==> src/rtl/aes32esi_sched.sv <==
// Two-requester scheduler sharing one aes32esi byte-step datapath; four steps per job, result = init ^ SubWord(word).
// Define AES32ESI_SCHED_RR_EN for round-robin arbitration; otherwise requester 0 has fixed priority.
module aes32esi_sched #(
  parameter int DP_LAT = 0
) (
  input  logic        clk,
  input  logic        rst_n,
  input  logic [1:0]  req_valid,
  output logic [1:0]  req_ready,
  input  logic [31:0] req_init0,
  input  logic [31:0] req_init1,
  input  logic [31:0] req_word0,
  input  logic [31:0] req_word1,
  output logic [31:0] dp_rs1,
  output logic [31:0] dp_rs2,
  output logic [1:0]  dp_bs,
  input  logic [31:0] dp_result,
  output logic        rsp_valid,
  input  logic        rsp_ready,
  output logic        rsp_id,
  output logic [31:0] rsp_data,
  output logic        busy
);

  typedef enum logic [1:0] {IDLE, STEP, WAIT, DONE} state_t;

  localparam logic [1:0] LAT = 2'(DP_LAT);

  state_t      state_q;
  logic [31:0] acc_q;
  logic [31:0] word_q;
  logic [1:0]  bs_q;
  logic [1:0]  wcnt_q;
  logic        id_q;

  logic        winner;
  logic        grant;
  logic [31:0] init_d;
  logic [31:0] word_d;

`ifdef AES32ESI_SCHED_RR_EN
  logic rr_q;

  // On contention the pointer names the winner; a lone request always wins.
  always_comb winner = (req_valid == 2'b11) ? rr_q : ~req_valid[0];
`else
  always_comb winner = ~req_valid[0];
`endif

  always_comb begin
    grant     = rst_n && (state_q == IDLE) && (req_valid != 2'b00);
    req_ready = 2'b00;
    if (grant) req_ready = winner ? 2'b10 : 2'b01;
    init_d    = winner ? req_init1 : req_init0;
    word_d    = winner ? req_word1 : req_word0;
  end

  always_ff @(posedge clk) begin
    if (!rst_n) begin
      state_q <= IDLE;
      acc_q   <= '0;
      word_q  <= '0;
      bs_q    <= '0;
      wcnt_q  <= '0;
      id_q    <= 1'b0;
`ifdef AES32ESI_SCHED_RR_EN
      rr_q    <= 1'b0;
`endif
    end else begin
      case (state_q)
        IDLE: begin
          if (grant) begin
            acc_q   <= init_d;
            word_q  <= word_d;
            id_q    <= winner;
            bs_q    <= 2'd0;
            wcnt_q  <= LAT;
            state_q <= (LAT != 2'd0) ? WAIT : STEP;
`ifdef AES32ESI_SCHED_RR_EN
            rr_q    <= ~winner;
`endif
          end
        end
        // dp_* stay frozen here so a registered datapath sees stable operands.
        WAIT: begin
          if (wcnt_q <= 2'd1) state_q <= STEP;
          else                wcnt_q  <= wcnt_q - 2'd1;
        end
        STEP: begin
          acc_q <= dp_result;
          if (bs_q == 2'd3) begin
            state_q <= DONE;
          end else begin
            bs_q    <= bs_q + 2'd1;
            wcnt_q  <= LAT;
            state_q <= (LAT != 2'd0) ? WAIT : STEP;
          end
        end
        DONE: begin
          if (rsp_ready) state_q <= IDLE;
        end
        default: state_q <= IDLE;
      endcase
    end
  end

  always_comb begin
    dp_rs1    = acc_q;
    dp_rs2    = word_q;
    dp_bs     = bs_q;
    rsp_valid = (state_q == DONE);
    rsp_data  = acc_q;
    rsp_id    = id_q;
    busy      = (state_q != IDLE);
  end

endmodule
==> config.mk <==
export PLATFORM = sky130hd
export DESIGN_NAME = aes32esi_sched
export DESIGN_NICKNAME = d
export VERILOG_FILES = /design/src/rtl/aes32esi_sched.sv
export SDC_FILE = /design/constraint.sdc
export NUM_CORES = 1
export LEC_CHECK = 0
export BUFFER_PORTS_ARGS = -buffer_cell sky130_fd_sc_hd__buf_2
export CORE_AREA = 2 2 105 107
export CTS_BUF_LIST = sky130_fd_sc_hd__clkbuf_8
export CTS_CLUSTER_DIAMETER = 150
export DETAILED_ROUTE_END_ITERATION = 7
export DIE_AREA = 0 0 107 109
export MAX_ROUTING_LAYER = met4
export PLACE_DENSITY = 0.74
export SLEW_MARGIN = 20
export SYNTH_ARGS = -nofsm -noshare
export SYNTH_HDL_FRONTEND = slang
export SYNTH_SLANG_ARGS = --single-unit
==> constraint.sdc <==
create_clock -name clk -period 2.36 [get_ports clk]
set_input_delay 0.236 -clock clk [delete_from_list [all_inputs] [get_ports clk]]
set_output_delay 0.236 -clock clk [all_outputs]
set_load 0.1 [all_outputs]
==> results.yml <==
outcome:
  outcome: "finished clean"
synthesis:
  yosysTopAreaCell: "dfxtp_1"
  synth_nets: 543
  ys_types: 35
  synth_flop_cell: "dfxtp_1"
  synth_edf_count: 0
  ys_async_sr_fraction_pct: 0
  synthCells: 376
  synth_area_leaders: "dfxtp_1 (35%), mux2i_1 (16%), o2bb2ai_2 (11%), mux2_2 (8.9%), buf_4 (7.5%)"
  synth_top_area_share_pct: 35.3
  ys_seq_elements: 71
  avgSynthCellArea_um2: 10.7
  yosysSeqAreaShare_pct: 35.3
  yosysMostFrequentCell: "dfxtp_1"
  syn_area_um2: 4030
  synthTopCellsByCount: "dfxtp_1 (71), mux2i_1 (64), buf_4 (40), a21oi_1 (36), a211oi_1 (34)"
  yosysWarnings: 0
floorplan:
  core-area_um2: 10600
  io_pins: 268
  die-area_um2: 11700
  die-height_um: 109
  rows: 38
  initial_utilization_pct: 38.0
  die_width_um: 107
grt:
  first_global_vias: 3430
  grt.total_usage_pct: 19.2
  grt-ovfl-total: 0
  grt_pass1_wl_mm: 16.9
  antenna_found_initial: 1
  grt_max_degree: 37
layout:
  num-fill-cells: 997
  layout-drive-gt1-share_pct: 60.0
  syn_to_final_growth_pct: 34.3
  fin_cells: 743
  fin_nets: 765
  post-route-util_pct: 51.0
timing:
  slew_headroom_pct: 63.5
  maxSlewViolCount: 0
  worst_slew_pin_slew_ns: 0.548
  rsz0062_at_grt: "false"
  fmax_ghz: 0.490
  timing.setup.tns_ns: 0
  fin_crit_ns: 2.04
  finalCritPeriodShare_pct: 86.4
  setup_violations: 0
  hold_viol: 0
  finalClockSkew_ns: 0.00735
clocking:
  clockBufferDepth: 2
  ctsHoldBuffers: 0
  worstSkewPairLatency_ns: 0.33
  htreeDepth: 3
  cts_root_buffer: "clkbuf_8"
  clock_sinks: 71
  clk_pin_slew_ns: 0.07
  cts_tree: "built"
  cts_buffers: 9
  postCtsSetupBuffers: 0
  cts_resized: 0
pwr:
  leakagePower_nw: 2.78
  clock_power_share_pct: 18.6
  pwr-share-seq_pct: 32.4
  swShare_pct: 50.8
  p_int_mw: 2.16
  p_comb_share_pct: 49.0
  peakVddDrop_v: 0.000448
  p_sw_mw: 2.22
  power_density_nw_per_um2: 810
placed_design:
  finalWeightedCongestion: 0.816
  placed_cells: 727
  dp_hpwl_mm: 9.02
  io_buffers: 267
routing:
  vias: 3714
  viasPerCell: 5.00
  finalWirelength_mm: 11.6
  drcViolationCount: 0
  ant_nets: 0
  routedWlPerCell_um: 15.6
  drtPass1Iterations: 5
  drt_iter0_markers: 147
critical_path:
  worstSetupPathType: "register to output port"
  cp_max_fo: 34
  setup.worst_path.start_class: "register"
  cp_data_arrival_time_ns: 1.80
  end_kind: "output port"
  crit_required_ns: 2.12
hold_path:
  min_path_type: "input port to register"
job:
  max_cap_violations: 0
[stage by stage]
stage                     worst slack [ns]  total power, mW  cell area, µm²  hold slack, ns
after floorplan                      0.374             3.27            4040           0.422
after global placement               0.682             3.58            5250           0.442
after detailed placement             0.626             3.60            5250           0.477
after CTS                            0.307             4.42            5410           0.173
after global routing                 0.182             4.56            5410           0.179
final                                0.321             4.38            5410           0.192
[final cells by class]
type	instances	area [µm²]	share of cell area (%)
diodes	1	2.50	0.0463
clock buffers	10	138	2.54
inverters	5	18.8	0.347
repair buffers	277	1470	27.2
flip-flops and latches	71	1420	26.3
clock inverters	5	20.0	0.370
well taps	140	175	3.24
multi-input cells	234	2170	40.0
[per-layer routing]
layer	up-vias	GRT usage (%)	wire [µm]
li1	1820	-	-
met1	1718	20.0	4510
met2	171	35.7	6120
met3	5	5.38	872
met4	0	5.01	86
met5	-	-	0
[kinds of logic (layout without fill, tap and decap cells)]
group / count (synthesis) / count (layout) / synth area share (%)
AO/OA/AOI/OAI: 114 / 114 / 24.7
other: 0 / 1 / 0
multiplexers: 96 / 96 / 24.8
buffers and inverters: 71 / 297 / 11.5
adder cells (fa/ha/maj): 2 / 2 / 0.621
flip-flops: 71 / 71 / 35.3
AND/OR/NAND/NOR: 22 / 22 / 3.11
[path summary, 6_finish.rpt]
path	start	endpoint	slack (ns)	cells past startpoint
worst max-delay path	state_q[0]	req_ready[0]	0.32	4
worst min-delay path	dp_result[0]	dp_rs1[0]	0.19	3
worst max register to register	state_q[0]	dp_rs1[30]	0.64	4
worst min register to register	wcnt_q[0]	wcnt_q[0]	0.48	1
[worst max-delay path: stages, from the launching register on]
cell	delay, ns
dfxtp_1	0.44
nor2_2	0.19
buf_4	0.36
and3_1	0.28
buf_12	0.19
[power groups by stage]
stage | Combinational, mW | Sequential, mW | Clock, mW
final | 2.15 | 1.42 | 0.815
after detailed placement | 2.16 | 1.44 | 0
after CTS | 2.16 | 1.42 | 0.846
after global routing | 2.23 | 1.43 | 0.902
after floorplan | 1.02 | 2.25 | 0
after global placement | 2.14 | 1.44 | 0
[placed cells by master, fill, tap and decap left out, types with 2 or more instances in the layout]
master | netlist | final
a211oi_1 | 34 | 34
a21oi_1 | 36 | 36
and2_1 | 2 | 2
buf_12 | 0 | 4
buf_2 | 19 | 264
buf_4 | 40 | 9
clkbuf_8 | 0 | 10
dfxtp_1 | 71 | 71
ha_1 | 2 | 2
inv_1 | 2 | 6
inv_2 | 3 | 3
mux2_2 | 32 | 32
mux2i_1 | 64 | 64
nand2_1 | 3 | 3
nor2_1 | 3 | 2
nor2_2 | 1 | 2
nor2b_1 | 2 | 2
nor3_1 | 4 | 3
o21ai_0 | 2 | 2
o21ai_1 | 2 | 2
o22ai_1 | 3 | 3
o2bb2ai_1 | 2 | 2
o2bb2ai_2 | 30 | 30
[flip-flops by register name (all words and copies together) (netlist names)]
register / flops
dp_rs2: 32
wcnt_q: 2
state_q: 2
dp_rs1: 32
dp_bs: 2
rsp_id: 1
Note: power is estimated with default switching activity, not from simulation.
